### config.mk
export PLATFORM = sky130hd
export DESIGN_NAME = main_control_fsm
export DESIGN_NICKNAME = d
export VERILOG_FILES = /design/src/rtl/ctrl_defs.sv /design/src/rtl/ctrl_out_decode.sv /design/src/rtl/main_control_fsm.sv
export SDC_FILE = /design/constraint.sdc
export NUM_CORES = 1
export LEC_CHECK = 0
export BUFFER_PORTS_ARGS = -buffer_cell sky130_fd_sc_hd__buf_2
export CAP_MARGIN = 20
export CORE_AREA = 2 2 39 41
export DETAILED_ROUTE_END_ITERATION = 8
export DIE_AREA = 0 0 41 43
export PLACE_DENSITY = 0.74
export SLEW_MARGIN = 15
export SYNTH_ARGS = -nofsm -noshare
export SYNTH_HDL_FRONTEND = slang
export SYNTH_SLANG_ARGS = --single-unit
### constraint.sdc
create_clock -name clk -period 1.4 [get_ports clk]
set_input_delay 0.28 -clock clk [delete_from_list [all_inputs] [get_ports clk]]
set_output_delay 0.28 -clock clk [all_outputs]
set_load 0.05 [all_outputs]
### src/rtl/ctrl_defs.sv
// rtl/ctrl_defs.sv - shared opcode, state and control-field encodings for the multicycle controller
package ctrl_defs;

    // Instruction opcodes (IR[15:12])
    localparam logic [3:0] OP_RTYPE = 4'b0000;
    localparam logic [3:0] OP_ADDI  = 4'b0001;
    localparam logic [3:0] OP_LW    = 4'b0010;
    localparam logic [3:0] OP_SW    = 4'b0011;
    localparam logic [3:0] OP_BEQ   = 4'b0100;
    localparam logic [3:0] OP_JMP   = 4'b0101;
    localparam logic [3:0] OP_HALT  = 4'b1111;

    // alu_op encodings consumed by alu_control
    localparam logic [1:0] ALU_OP_ADD   = 2'b00;
    localparam logic [1:0] ALU_OP_SUB   = 2'b01;
    localparam logic [1:0] ALU_OP_FUNCT = 2'b10;

    // ALU B-operand mux selects
    localparam logic [1:0] ALU_B_REG    = 2'b00;
    localparam logic [1:0] ALU_B_ONE    = 2'b01;
    localparam logic [1:0] ALU_B_IMM    = 2'b10;
    localparam logic [1:0] ALU_B_BRANCH = 2'b11;

    // PC source mux selects
    localparam logic [1:0] PC_SRC_ALU    = 2'b00;
    localparam logic [1:0] PC_SRC_ALUOUT = 2'b01;
    localparam logic [1:0] PC_SRC_JUMP   = 2'b10;

    // Controller states; encodings 14 and 15 are unreachable and treated as ILLEGAL
    typedef enum logic [3:0] {
        S_FETCH     = 4'd0,
        S_DECODE    = 4'd1,
        S_MEM_ADDR  = 4'd2,
        S_MEM_READ  = 4'd3,
        S_MEM_WB    = 4'd4,
        S_MEM_WRITE = 4'd5,
        S_EXEC_R    = 4'd6,
        S_ALU_WB    = 4'd7,
        S_EXEC_I    = 4'd8,
        S_IMM_WB    = 4'd9,
        S_BRANCH    = 4'd10,
        S_JUMP      = 4'd11,
        S_HALT      = 4'd12,
        S_ILLEGAL   = 4'd13
    } state_t;

    // Full datapath control word produced by the output decoder
    typedef struct packed {
        logic       pc_write;
        logic       pc_write_cond;
        logic [1:0] pc_src;
        logic       iord;
        logic       mem_read;
        logic       mem_write;
        logic       ir_write;
        logic       reg_dst;
        logic       mem_to_reg;
        logic       reg_write;
        logic       alu_src_a;
        logic [1:0] alu_src_b;
        logic [1:0] alu_op;
        logic       halted;
        logic       illegal;
    } ctrl_word_t;

    // Dispatch target out of DECODE for a given opcode
    function automatic state_t decode_dispatch(input logic [3:0] op);
        state_t nxt;
        case (op)
            OP_RTYPE: nxt = S_EXEC_R;
            OP_ADDI:  nxt = S_EXEC_I;
            OP_LW:    nxt = S_MEM_ADDR;
            OP_SW:    nxt = S_MEM_ADDR;
            OP_BEQ:   nxt = S_BRANCH;
            OP_JMP:   nxt = S_JUMP;
            OP_HALT:  nxt = S_HALT;
            default:  nxt = S_ILLEGAL;
        endcase
        return nxt;
    endfunction

    // Terminal states (including unreachable encodings) stop the controller
    function automatic logic is_terminal(input state_t st);
        return (st == S_HALT) || (st == S_ILLEGAL) || (st > S_ILLEGAL);
    endfunction

endpackage

### src/rtl/ctrl_out_decode.sv
// rtl/ctrl_out_decode.sv - combinational state (+mem_ready) to control-word decode
import ctrl_defs::*;

module ctrl_out_decode (
    input  state_t     state,
    input  logic       mem_ready,
    output ctrl_word_t cw
);

    // Moore decode; only the FETCH IR/PC loads look at mem_ready
    always_comb begin
        cw = '0;
        case (state)
            S_FETCH: begin
                cw.mem_read  = 1'b1;
                cw.iord      = 1'b0;
                cw.alu_src_a = 1'b0;
                cw.alu_src_b = ALU_B_ONE;
                cw.alu_op    = ALU_OP_ADD;
                cw.pc_src    = PC_SRC_ALU;
                cw.ir_write  = mem_ready;
                cw.pc_write  = mem_ready;
            end
            S_DECODE: begin
                cw.alu_src_a = 1'b0;
                cw.alu_src_b = ALU_B_BRANCH;
                cw.alu_op    = ALU_OP_ADD;
            end
            S_MEM_ADDR: begin
                cw.alu_src_a = 1'b1;
                cw.alu_src_b = ALU_B_IMM;
                cw.alu_op    = ALU_OP_ADD;
            end
            S_MEM_READ: begin
                cw.mem_read = 1'b1;
                cw.iord     = 1'b1;
            end
            S_MEM_WB: begin
                cw.reg_write  = 1'b1;
                cw.mem_to_reg = 1'b1;
                cw.reg_dst    = 1'b0;
            end
            S_MEM_WRITE: begin
                cw.mem_write = 1'b1;
                cw.iord      = 1'b1;
            end
            S_EXEC_R: begin
                cw.alu_src_a = 1'b1;
                cw.alu_src_b = ALU_B_REG;
                cw.alu_op    = ALU_OP_FUNCT;
            end
            S_ALU_WB: begin
                cw.reg_write = 1'b1;
                cw.reg_dst   = 1'b1;
            end
            S_EXEC_I: begin
                cw.alu_src_a = 1'b1;
                cw.alu_src_b = ALU_B_IMM;
                cw.alu_op    = ALU_OP_ADD;
            end
            S_IMM_WB: begin
                cw.reg_write = 1'b1;
                cw.reg_dst   = 1'b0;
            end
            S_BRANCH: begin
                cw.alu_src_a     = 1'b1;
                cw.alu_src_b     = ALU_B_REG;
                cw.alu_op        = ALU_OP_SUB;
                cw.pc_write_cond = 1'b1;
                cw.pc_src        = PC_SRC_ALUOUT;
            end
            S_JUMP: begin
                cw.pc_write = 1'b1;
                cw.pc_src   = PC_SRC_JUMP;
            end
            S_HALT: begin
                cw.halted = 1'b1;
            end
            default: begin
                cw.illegal = 1'b1;
            end
        endcase
    end

endmodule

### src/rtl/main_control_fsm.sv
// rtl/main_control_fsm.sv - multicycle main controller; MAIN_CTRL_PERF_CNT_EN adds cycle/instret counters
import ctrl_defs::*;

module main_control_fsm #(
    parameter int CNT_W = 16
) (
    input  logic             clk,
    input  logic             rst,
    input  logic [3:0]       opcode,
    input  logic             zero,
    input  logic             mem_ready,
    output logic             pc_write,
    output logic             pc_write_cond,
    output logic [1:0]       pc_src,
    output logic             iord,
    output logic             mem_read,
    output logic             mem_write,
    output logic             ir_write,
    output logic             reg_dst,
    output logic             mem_to_reg,
    output logic             reg_write,
    output logic             alu_src_a,
    output logic [1:0]       alu_src_b,
    output logic [1:0]       alu_op,
    output logic             halted,
    output logic             illegal
`ifdef MAIN_CTRL_PERF_CNT_EN
    ,
    output logic [CNT_W-1:0] cycle_cnt,
    output logic [CNT_W-1:0] instret_cnt
`endif
);

    state_t     state;
    state_t     state_next;
    ctrl_word_t cw;

    // The zero flag qualifies pc_write_cond inside the datapath, not here
    logic unused_zero;
    assign unused_zero = zero;

    // Next-state logic; unreachable encodings fall into ILLEGAL
    always_comb begin
        state_next = state;
        case (state)
            S_FETCH:     state_next = mem_ready ? S_DECODE : S_FETCH;
            S_DECODE:    state_next = decode_dispatch(opcode);
            S_MEM_ADDR:  state_next = (opcode == OP_SW) ? S_MEM_WRITE : S_MEM_READ;
            S_MEM_READ:  state_next = mem_ready ? S_MEM_WB : S_MEM_READ;
            S_MEM_WB:    state_next = S_FETCH;
            S_MEM_WRITE: state_next = mem_ready ? S_FETCH : S_MEM_WRITE;
            S_EXEC_R:    state_next = S_ALU_WB;
            S_ALU_WB:    state_next = S_FETCH;
            S_EXEC_I:    state_next = S_IMM_WB;
            S_IMM_WB:    state_next = S_FETCH;
            S_BRANCH:    state_next = S_FETCH;
            S_JUMP:      state_next = S_FETCH;
            S_HALT:      state_next = S_HALT;
            S_ILLEGAL:   state_next = S_ILLEGAL;
            default:     state_next = S_ILLEGAL;
        endcase
    end

    // State register; reset returns the controller to FETCH immediately
    always_ff @(posedge clk or posedge rst) begin
        if (rst) begin
            state <= S_FETCH;
        end else begin
            state <= state_next;
        end
    end

    ctrl_out_decode u_decode (
        .state     (state),
        .mem_ready (mem_ready),
        .cw        (cw)
    );

    // FETCH would otherwise load IR/PC during reset whenever mem_ready is high
    assign pc_write      = cw.pc_write & ~rst;
    assign pc_write_cond = cw.pc_write_cond & ~rst;
    assign ir_write      = cw.ir_write & ~rst;
    assign reg_write     = cw.reg_write & ~rst;
    assign mem_write     = cw.mem_write & ~rst;
    assign pc_src        = cw.pc_src;
    assign iord          = cw.iord;
    assign mem_read      = cw.mem_read;
    assign reg_dst       = cw.reg_dst;
    assign mem_to_reg    = cw.mem_to_reg;
    assign alu_src_a     = cw.alu_src_a;
    assign alu_src_b     = cw.alu_src_b;
    assign alu_op        = cw.alu_op;
    assign halted        = cw.halted;
    assign illegal       = cw.illegal;

`ifdef MAIN_CTRL_PERF_CNT_EN
    // Cycles spent running and instructions retired (each return to FETCH)
    always_ff @(posedge clk or posedge rst) begin
        if (rst) begin
            cycle_cnt   <= '0;
            instret_cnt <= '0;
        end else begin
            if (!is_terminal(state)) begin
                cycle_cnt <= cycle_cnt + 1'b1;
            end
            if ((state_next == S_FETCH) && (state != S_FETCH)) begin
                instret_cnt <= instret_cnt + 1'b1;
            end
        end
    end
`else
    localparam int unused_cnt_w = CNT_W;
`endif

endmodule

==> results of run 1 <==
what timing repair did:
action                                  4_1_cts
endpoints found under the setup margin       21
buffers inserted                             12
resized for setup                            55
pin swaps                                     5
hold buffers                                  0
metrics by stage:
stage / instances / hold slack (ns)
after CTS: 156 / 0.0688
after detailed placement: 142 / 0.319
after floorplan: 85 / 0.0461
after global placement: 142 / 0.311
kinds of logic after synthesis:
| logic type | count (synthesis) | share of synthesized area [%] |
|---|---|---|
| AOI/OAI and AO/OA | 23 | 24.0 |
| xor gates and xnor gates | 2 | 3.05 |
| buffers and inverters | 10 | 10.2 |
| DFF | 4 | 17.4 |
| muxes | 2 | 3.70 |
| and+or+nand+nor | 44 | 41.6 |
==> impl_metrics.yaml, run 1 <==
clock_network:
  htreeDepth: 1
  cts_buffers: 3
  cts_root_buffer: "clkbuf_4"
  clk_path_buf_depth: 2
  clkSinkCount: 4
logic_synthesis:
  yosys.cell_types.count: 33
  synth_warnings: 0
  synth_edf_count: 0
  synth.yosys.seq_area_share_pct: 17.4
  yosys-top-cells-count: "14 x nor2_1, 8 x a21oi_1, 7 x nand2b_1, 7 x nor3_1, 7 x o21ai_1"
  ys_ff_latch: 4
  synth_top_area_share_pct: 17.4
  synth_nets: 93
  synth_top_area_cell: "dfrtp_1"
  synth.most_common_cell: "nor2_1"
  synth_cells: 85
  syn_area_um2: 574
  avgSynthCellArea_um2: 6.76
  ys_top_cells_by_area: "dfrtp_1 17%, nor2_1 9.2%, nand2b_1 7.6%"
  synth_ff_type: "dfrtp_1"
  async_flop_share_pct: 100
run_status:
  haltStage: "global routing"
  first-error: "[ERROR DPL-0038] Utilization greater than 100%, impossible to legalize"
  status: "stopped before the end"
global_route:
  grt_max_degree: 10
placement:
  dp_slack_ns: -0.224
  port_buffers: 24
  gp_congestion: 0.749
  place_area_mm2: 0.00101
  dp.final_hpwl_mm: 1.42
sta:
  worst-ep-kind: "output port"
  crit_endpoint: "pc_write"
die:
  die_x_um: 41
  io_pins: 26
  rows: 14
  start_util_pct: 41.5
  dieHeight_um: 43
==> run 2: changes to the inputs <==
--- a/config.mk
+++ b/config.mk
@@ -7,10 +7,10 @@
 export LEC_CHECK = 0
 export BUFFER_PORTS_ARGS = -buffer_cell sky130_fd_sc_hd__buf_2
 export CAP_MARGIN = 20
-export CORE_AREA = 2 2 39 41
+export CORE_AREA = 2 2 63 65
 export DETAILED_ROUTE_END_ITERATION = 8
-export DIE_AREA = 0 0 41 43
-export PLACE_DENSITY = 0.74
+export DIE_AREA = 0 0 65 67
+export PLACE_DENSITY_LB_ADDON = 0.15
 export SLEW_MARGIN = 15
 export SYNTH_ARGS = -nofsm -noshare
 export SYNTH_HDL_FRONTEND = slang
==> impl_metrics.yaml, run 2 <==
finish:
  syn_to_final_growth_pct: 158
  largest_reg_flops: 4
  n_fill_cell: 373
  final_cell_mix: "29 x buf_4, 21 x buf_6, 11 x nor2_4, 8 x nor3_4, 7 x a21oi_1"
  register_area_um2: 105
  nNetsFinal: 152
  layout.cells.non_filler: 190
  final_common_cell: "buf_4"
  multi_input_area_um2: 693
  largestRegisters: "state x4"
  layout-drive-gt1-share_pct: 71.8
  num_antenna_cells: 0
  fin_util_pct: 41.0
  top_register: "state"
clock_network:
  clk_latency_ns: 0.22
  path_clk_slew_ns: 0.03
  cts_tree: "built"
  cts_root_buffer: "clkbuf_8"
  clk_path_buf_depth: 2
  htreeDepth: 1
  clkSinkCount: 4
  cts_buffers: 3
  hold_buffers: 0
setup_path:
  cp.depth: 4
  crit_buf_inv: 2
  r2r-end: "state[2]$_DFF_PP0_"
  cp-end-kind: "output pin"
  path_cells: "buf_4, nor2b_1, nor4b_4, buf_6"
  critPathMaxStageDelay_ns: 0.44
  crit_type: "flip-flop to output pin"
  worst_path_max_delay_cell: "dfrtp_2"
  critPathMaxFanout: 6
  cp_top_family: "flip-flops"
  cp.required_ns: 1.12
  startpoint: "state[1]$_DFF_PP0_"
  critPathArrivalTime_ns: 1.45
  rr_worst_depth: 6
  critPathLaunchType: "flip-flop"
  reg2reg_slack_ns: -0.05
  reg2reg_from: "state[1]$_DFF_PP0_"
routing:
  postRouteWirelength_mm: 2.29
  detail_route.first_pass.iterations: 2
  ant_nets: 0
  drc: 0
  via_count: 818
  wl_per_cell_um: 12.0
  viasPerCell: 4.31
  drt_iter0_drc: 6
placement:
  gp_congestion: 0.745
  dp.final_hpwl_mm: 1.66
  place_inst: 176
  port_buffers: 24
global_route:
  grt_usage_pct: 12.4
  antenna_found_initial: 0
  grt_max_degree: 8
  grt-ovfl-total: 0
  grt_pass1_vias: 830
  grt_pass1_wl_mm: 4.02
die:
  dieHeight_um: 67
  die_x_um: 65
  core_area_mm2: 0.00361
  io_pins: 26
  die_area_mm2: 0.00436
  start_util_pct: 15.9
  rows: 22
run_status:
  violations: "negative setup slack"
  status: "finished with violations"
logic_synthesis:
  synth_top_area_cell: "dfrtp_1"
  synth_warnings: 0
  yosys-top-cells-count: "14 x nor2_1, 8 x a21oi_1, 7 x nand2b_1, 7 x nor3_1, 7 x o21ai_1"
  synth_cells: 85
  avgSynthCellArea_um2: 6.76
  synth.most_common_cell: "nor2_1"
  synth.yosys.seq_area_share_pct: 17.4
  ys_ff_latch: 4
  synth_top_area_share_pct: 17.4
  yosys.cell_types.count: 33
  syn_area_um2: 574
  synth_ff_type: "dfrtp_1"
  synth_nets: 93
  ys_top_cells_by_area: "dfrtp_1 17%, nor2_1 9.2%, nand2b_1 7.6%"
  async_flop_share_pct: 100
  synth_edf_count: 0
power:
  ir_worst_vdd_mv: 0.296
  total_power_w: 0.000410
  p_per_area_mw_per_mm2: 277
  leakage_nw: 0.613
sta:
  tightest_slew_ns: 0.278
  final.period_utilization_pct: 123
  clock_skew_ns: 0.00548
  rsz0062_at_grt: "true"
  fin_hold_ws_ns: 0.0685
  period_minus_slack_ns: 1.73
  drv_slew: 0
  setup_ws_ns: -0.327
  fmax_mhz: 579
  finalSetupViolations: 20
  maxSlewHeadroom_pct: 81.5
  hold_viol_final: 0
min_path:
  holdCritPathClass: "input pin to asynchronous set/reset pin"
flow_run:
  cap_violations: 0
==> run 2: worst register-to-register path, delay by kind of cell, from the launching register on <==
| family | cells | cell delay [ns] |
|---|---|---|
| AOI/OAI and AO/OA | 2 | 0.21 |
| buffers and inverters | 2 | 0.28 |
| DFF | 1 | 0.44 |
| and+or+nand+nor | 2 | 0.44 |
==> run 2: kinds of logic (layout without fill, tap and decap cells) <==
family,count (synthesis),in the layout,share of synthesized area [%]
and+or+nand+nor,44,44,41.6
xor gates and xnor gates,2,2,3.05
muxes,2,2,3.70
AOI/OAI and AO/OA,23,23,24.0
buffers and inverters,10,67,10.2
DFF,4,4,17.4
==> run 2: through the flow <==
step	TNS [ns]	cell area, µm²	setup slack, ns
floorplan	-1.79	777	-0.424
global placement	-1.51	1070	-0.204
detailed placement	-1.70	1070	-0.235
CTS	-3.89	1410	-0.375
global route	-5.18	1480	-0.392
finish	-3.96	1480	-0.327
==> run 2: how the worst max path moves through the flow <==
stage	slack, ns	end
final	-0.33	mem_read
after global routing	-0.39	mem_read
after CTS	-0.38	pc_write
after detailed placement	-0.23	pc_write
after global placement	-0.20	pc_write
after floorplan	-0.42	reg_write
==> run 2: per-layer routing <==
metal	global-route usage (%)	share of wire [%]	vias up
met5	0	0	-
met4	8.78	3.1	0
met3	0.507	2.5	4
met2	21.3	49	22
met1	14.8	45	373
li1	-	-	419
==> run 2: final cells by class <==
cell class / instances / share of cell area, %
Sequential cell: 4 / 7.10
Timing Repair Buffer: 61 / 38.5
Clock buffer: 3 / 2.79
Inverter: 3 / 0.761
Multi-Input combinational cell: 71 / 46.8
Tap cell: 48 / 4.06
==> run 2: timing repair <==
item,4_1_cts,5_1_grt
setup endpoints to repair,21,22
resized for setup,58,14
pin swaps,8,10
buffers inserted,11,1
==> run 2: power breakdown <==
group | internal, W | switching, W
combinational | 0.0000152 | 0.0000275
clock | 0.000184 | 0.0000667
sequential | 0.000116 | 0
(Power assumes the default switching activity.)
==> run 3: changes to the inputs <==
--- a/config.mk
+++ b/config.mk
@@ -5,12 +5,13 @@
 export SDC_FILE = /design/constraint.sdc
 export NUM_CORES = 1
 export LEC_CHECK = 0
+export ABC_AREA = 1
 export BUFFER_PORTS_ARGS = -buffer_cell sky130_fd_sc_hd__buf_2
 export CAP_MARGIN = 20
 export CORE_AREA = 2 2 63 65
 export DETAILED_ROUTE_END_ITERATION = 8
 export DIE_AREA = 0 0 65 67
-export PLACE_DENSITY_LB_ADDON = 0.15
+export PLACE_DENSITY = 0.41
 export SLEW_MARGIN = 15
 export SYNTH_ARGS = -nofsm -noshare
 export SYNTH_HDL_FRONTEND = slang
==> impl_metrics.yaml, run 3 <==
run_status:
  status: "finished with violations"
  violations: "negative setup slack"
sta:
  hold_viol_final: 0
  finalSetupViolations: 20
  period_minus_slack_ns: 1.65
  fmax_mhz: 605
  fin_hold_ws_ns: 0.196
  clock_skew_ns: 0.00523
  maxSlewHeadroom_pct: 82.6
  setup_ws_ns: -0.253
  drv_slew: 0
  final.period_utilization_pct: 118
  tightest_slew_ns: 0.261
  rsz0062_at_grt: "true"
global_route:
  grt_pass1_vias: 813
  grt_pass1_wl_mm: 3.49
  grt_usage_pct: 10.4
  antenna_found_initial: 0
  grt-ovfl-total: 0
  grt_max_degree: 6
setup_path:
  cp-end-kind: "output pin"
  critPathArrivalTime_ns: 1.37
  critPathLaunchType: "flip-flop"
  reg2reg_slack_ns: -0.06
  critPathMaxFanout: 4
  rr_worst_depth: 9
  crit_type: "flip-flop to output pin"
  cp.required_ns: 1.12
clock_network:
  htreeDepth: 1
  cts_tree: "built"
  cts_buffers: 3
  clk_latency_ns: 0.22
  clkSinkCount: 4
  path_clk_slew_ns: 0.03
  clk_path_buf_depth: 2
  cts_root_buffer: "clkbuf_8"
logic_synthesis:
  synth.most_common_cell: "nand2_1"
  yosys-top-cells-count: "28 x nand2_1, 20 x nor2_1, 11 x inv_1"
  async_flop_share_pct: 100
  synth.yosys.seq_area_share_pct: 21.1
  ys_ff_latch: 4
  syn_area_um2: 474
  synth_edf_count: 0
  synth_top_area_cell: "nand2_1"
  synth_warnings: 0
  yosys.cell_types.count: 16
  synth_nets: 99
  synth_ff_type: "dfrtp_1"
  avgSynthCellArea_um2: 5.21
  synth_top_area_share_pct: 22.2
  ys_top_cells_by_area: "nand2_1 22%, dfrtp_1 21%, nor2_1 16%"
  synth_cells: 91
die:
  dieHeight_um: 67
  io_pins: 26
  die_area_mm2: 0.00436
  core_area_mm2: 0.00361
  start_util_pct: 13.2
  rows: 22
  die_x_um: 65
finish:
  syn_to_final_growth_pct: 187
  fin_util_pct: 37.7
  n_fill_cell: 380
  final_common_cell: "buf_4"
  multi_input_area_um2: 549
  largest_reg_flops: 4
  layout-drive-gt1-share_pct: 66.4
  final_area_mm2: 0.00136
  final_cell_mix: "24 x buf_4, 23 x nand2_1, 21 x buf_6, 15 x nor2_4, 9 x inv_1"
  top_register: "state"
  layout.cells.non_filler: 200
  register_area_um2: 104
  num_antenna_cells: 0
  nNetsFinal: 161
  largestRegisters: "state x4"
routing:
  postRouteWirelength_mm: 2.12
  detail_route.first_pass.iterations: 2
  wl_per_cell_um: 10.6
  viasPerCell: 3.94
  drt_iter0_drc: 12
  via_count: 788
  drc: 0
  ant_nets: 0
placement:
  gp_congestion: 0.700
  port_buffers: 24
  place_area_um2: 956
  dp.final_hpwl_mm: 1.65
  place_inst: 184
flow_run:
  cap_violations: 0
power:
  ir_worst_vdd_mv: 0.234
  p_per_area_mw_per_mm2: 306
  total_power_w: 0.000416
  leakage_nw: 0.617
min_path:
  holdCritPathClass: "input pin to asynchronous set/reset pin"
[run 3: cell types whose count changed in the layout (fill, tap and decap cells not counted), moves of 3 or more]
| cell | previous run | this run |
|---|---|---|
| nand2b_4 | 3 | 0 |
| nand4_1 | 1 | 4 |
| nor2_2 | 0 | 3 |
| nand2_4 | 0 | 6 |
| o21ai_1 | 6 | 2 |
| a21oi_1 | 7 | 2 |
| inv_1 | 2 | 9 |
| buf_4 | 29 | 24 |
| nor2_4 | 11 | 15 |
| nand2_1 | 1 | 23 |
| nand2b_1 | 5 | 0 |
| inv_4 | 0 | 3 |
| nor3_4 | 8 | 1 |
[run 3: repair_timing]
action / 4_1_cts / 5_1_grt
hold endpoints to repair: 0 / 0
setup buffers: 9 / 4
endpoints found under the setup margin: 19 / 20
pin swaps: 10 / 9
resized for setup: 64 / 13
hold buffers: 0 / 0
[run 3: critical path, cell delays in order, from the launching register on]
cell and delay [ns]:
dfrtp_2 0.43, nor2_4 0.13, nand4_1 0.17, buf_4 0.20, nor2_4 0.07, buf_6 0.16
[run 3: stage by stage]
step           worst slack [ns]  setup TNS [ns]
5_1_grt                  -0.336           -4.22
2_1_floorplan            -0.202          -0.597
6_report                 -0.253           -3.12
3_5_place_dp             -0.199           -1.11
4_1_cts                  -0.267           -3.15
3_3_place_gp             -0.152          -0.950
[run 3: metal layers]
layer  GRT usage [%]  vias to the layer above  part of all wire [%]
met5               0                        -                     0
met4            3.19                        0                     0
met3            1.86                        0                   4.6
met2            18.9                       23                    52
met1            12.2                      355                    44
li1                -                      410                     -
[run 3: cells by family after synthesis]
logic type      synth area share [%]
simple gates                    52.8
buf+inv                         11.1
compound gates                  15.0
flops                           21.1
[run 3: worst paths after layout]
kind,startpoint,to
min reg2reg,state[3]$_DFF_PP0_,state[2]$_DFF_PP0_
min in group clk,opcode[3],state[1]$_DFF_PP0_
max in group asynchronous,rst,state[0]$_DFF_PP0_
max,state[0]$_DFF_PP0_,ir_write
max reg2reg,state[1]$_DFF_PP0_,state[0]$_DFF_PP0_
min,rst,state[2]$_DFF_PP0_
[run 3: final cells by class]
class | count | share of cell area (%)
sequential | 4 | 7.64
multi-input combinational | 73 | 40.4
timing repair buffer | 57 | 39.8
clock buffer | 4 | 3.31
inverter | 14 | 4.42
tap | 48 | 4.42
[run 3: power breakdown]
part,internal (W),switching [W],total (W)
Sequential,0.000116,0,0.000116
Combinational,0.0000169,0.0000317,0.0000486
Clock,0.000194,0.0000572,0.000251
==> run 4: changes to the inputs <==
--- a/config.mk
+++ b/config.mk
@@ -5,13 +5,13 @@
 export SDC_FILE = /design/constraint.sdc
 export NUM_CORES = 1
 export LEC_CHECK = 0
-export ABC_AREA = 1
+export ABC_AREA = 0
 export BUFFER_PORTS_ARGS = -buffer_cell sky130_fd_sc_hd__buf_2
 export CAP_MARGIN = 20
 export CORE_AREA = 2 2 63 65
 export DETAILED_ROUTE_END_ITERATION = 8
 export DIE_AREA = 0 0 65 67
-export PLACE_DENSITY = 0.41
+export PLACE_DENSITY = 0.34
 export SLEW_MARGIN = 15
 export SYNTH_ARGS = -nofsm -noshare
 export SYNTH_HDL_FRONTEND = slang
==> impl_metrics.yaml, run 4 (synthesis gave the netlist of run 2 again) <==
run_status:
  status: "finished with violations"
  violations: "negative setup slack"
setup_path:
  critPathArrivalTime_ns: 1.40
  cp.depth: 5
  worst_path_max_delay_cell: "dfrtp_2"
  endpoint: "pc_write"
  cp-end-kind: "output pin"
  cp_top_family: "flip-flops"
  crit_type: "flip-flop to output pin"
  r2r-end: "state[2]$_DFF_PP0_"
  startpoint: "state[1]$_DFF_PP0_"
  crit_buf_inv: 1
  reg2reg_from: "state[1]$_DFF_PP0_"
  rr_worst_depth: 6
  critPathMaxFanout: 3
  critPathMaxStageDelay_ns: 0.43
  critPathLaunchType: "flip-flop"
  path_cells: "nor2_4, nand2_2, mux2_4, nor3_4, buf_6"
  reg2reg_slack_ns: -0.03
  cp.required_ns: 1.12
clock_network:
  cts_buffers: 3
  clk_latency_ns: 0.21
  cts_root_buffer: "clkbuf_8"
  cts_tree: "built"
  hold_buffers: 0
  clkSinkCount: 4
  clk_path_buf_depth: 2
  htreeDepth: 1
  path_clk_slew_ns: 0.03
routing:
  via_count: 802
  postRouteWirelength_mm: 2.04
  drt_iter0_drc: 16
  viasPerCell: 4.31
  drc: 0
  detail_route.first_pass.iterations: 4
  wl_per_cell_um: 11.0
  ant_nets: 0
power:
  clkPwrFrac_pct: 59.6
  combPwrFrac_pct: 11.2
  leakage_nw: 0.581
  p_per_area_mw_per_mm2: 269
  p_int_w: 0.000316
  total_power_w: 0.000399
  p_switching_w: 0.0000828
  ir_worst_vdd_mv: 0.179
  pwr-share-seq_pct: 29.2
  p_sw_share_pct: 20.8
sta:
  hold_viol_final: 0
  rsz0062_at_grt: "true"
  final.period_utilization_pct: 120
  fmax_mhz: 595
  tightest_slew_ns: 0.299
  period_minus_slack_ns: 1.68
  clock_skew_ns: 0.00255
  setup_tns_ns: -3.21
  setup_ws_ns: -0.280
  drv_slew: 0
  maxSlewHeadroom_pct: 79.8
  finalSetupViolations: 19
die:
  core_area_mm2: 0.00361
  dieHeight_um: 67
  io_pins: 26
  die_x_um: 65
  rows: 22
  start_util_pct: 15.9
  die_area_mm2: 0.00436
finish:
  layout-drive-gt1-share_pct: 72.5
  num_antenna_cells: 0
  final_common_cell: "buf_6"
  syn_to_final_growth_pct: 158
  top_register: "state"
  final_cell_mix: "26 x buf_6, 18 x buf_4, 10 x nor2_4"
  n_fill_cell: 375
  largestRegisters: "state x4"
  nNetsFinal: 148
  largest_reg_flops: 4
placement:
  dp.final_hpwl_mm: 1.66
  gp_congestion: 0.669
  port_buffers: 24
global_route:
  grt_max_degree: 15
  grt-ovfl-total: 0
  grt_usage_pct: 10.3
  grt_pass1_wl_mm: 3.39
  antenna_found_initial: 0
  grt_pass1_vias: 739
min_path:
  holdCritPathClass: "input pin to asynchronous set/reset pin"
flow_run:
  cap_violations: 0
## run 4: cell count changes in the layout (fill, tap and decap cells not counted), sizes merged, moves of 2 or more
cell,before,now
nand2b,0,8
nand3b,0,2
nand2,30,4
nor3,1,9
nor2,22,14
a21oi,3,8
nand4,4,1
inv,14,3
## run 4: layer usage
metal | routed length (µm) | track usage (%) | vias to the layer above
li1 | - | - | 413
met1 | 886 | 12.0 | 362
met2 | 1030 | 18.0 | 25
met3 | 95 | 1.18 | 2
met4 | 27 | 6.38 | 0
met5 | 0 | 0 | -
## run 4: worst min-delay path by stage
stage	end	slack, ns	cells after the start
2_1_floorplan	state[0]$_DFF_PP0_	0.05	1
3_3_place_gp	state[2]$_DFF_PP0_	0.31	2
3_5_place_dp	state[2]$_DFF_PP0_	0.32	2
4_1_cts	state[1]$_DFF_PP0_	0.09	2
5_1_grt	state[0]$_DFF_PP0_	0.11	2
6_report	state[0]$_DFF_PP0_	0.09	2
## run 4: power by group through the flow
| stage | Clock [W] | Sequential [W] | Combinational (W) |
|---|---|---|---|
| floorplan | 0 | 0.000118 | 0.0000137 |
| global route | 0.000253 | 0.000116 | 0.0000507 |
| global placement | 0 | 0.000118 | 0.0000407 |
| finish | 0.000238 | 0.000116 | 0.0000446 |
| detailed placement | 0 | 0.000118 | 0.0000416 |
| CTS | 0.000246 | 0.000116 | 0.0000420 |
## run 4: layout make-up
cell class / instances / area, µm² / area share [%]
Sequential cell: 4 / 105 / 7.10
Clock buffer: 3 / 41.3 / 2.79
Inverter: 3 / 11.3 / 0.761
Tap cell: 48 / 60.1 / 4.06
Timing Repair Buffer: 57 / 573 / 38.7
Multi-Input combinational cell: 71 / 689 / 46.6
## run 4: per-stage QoR
step	util, %	hold slack, ns	std cells	worst slack (ns)	area (µm²)
2_1_floorplan	-	0.0461	85	-0.424	777
3_3_place_gp	29.3	0.311	174	-0.199	1050
3_5_place_dp	29.3	0.323	174	-0.230	1050
4_1_cts	34.6	0.0942	178	-0.309	1250
5_1_grt	41.0	0.111	186	-0.352	1480
6_report	41.0	0.0867	186	-0.280	1480
## run 4: timing repair
action,4_1_cts,5_1_grt
setup buffers,1,10
endpoints found under the hold margin,0,0
pin swaps,3,11
resized for setup,44,39
endpoints found under the setup margin,21,21
## run 4: worst reg2reg max path: stages, from the launching register on
cell and delay, ns:
dfrtp_2 0.43, buf_6 0.15, buf_8 0.14, or3b_4 0.37, a21oi_2 0.13, a21oi_1 0.05, nand3_1 0.08
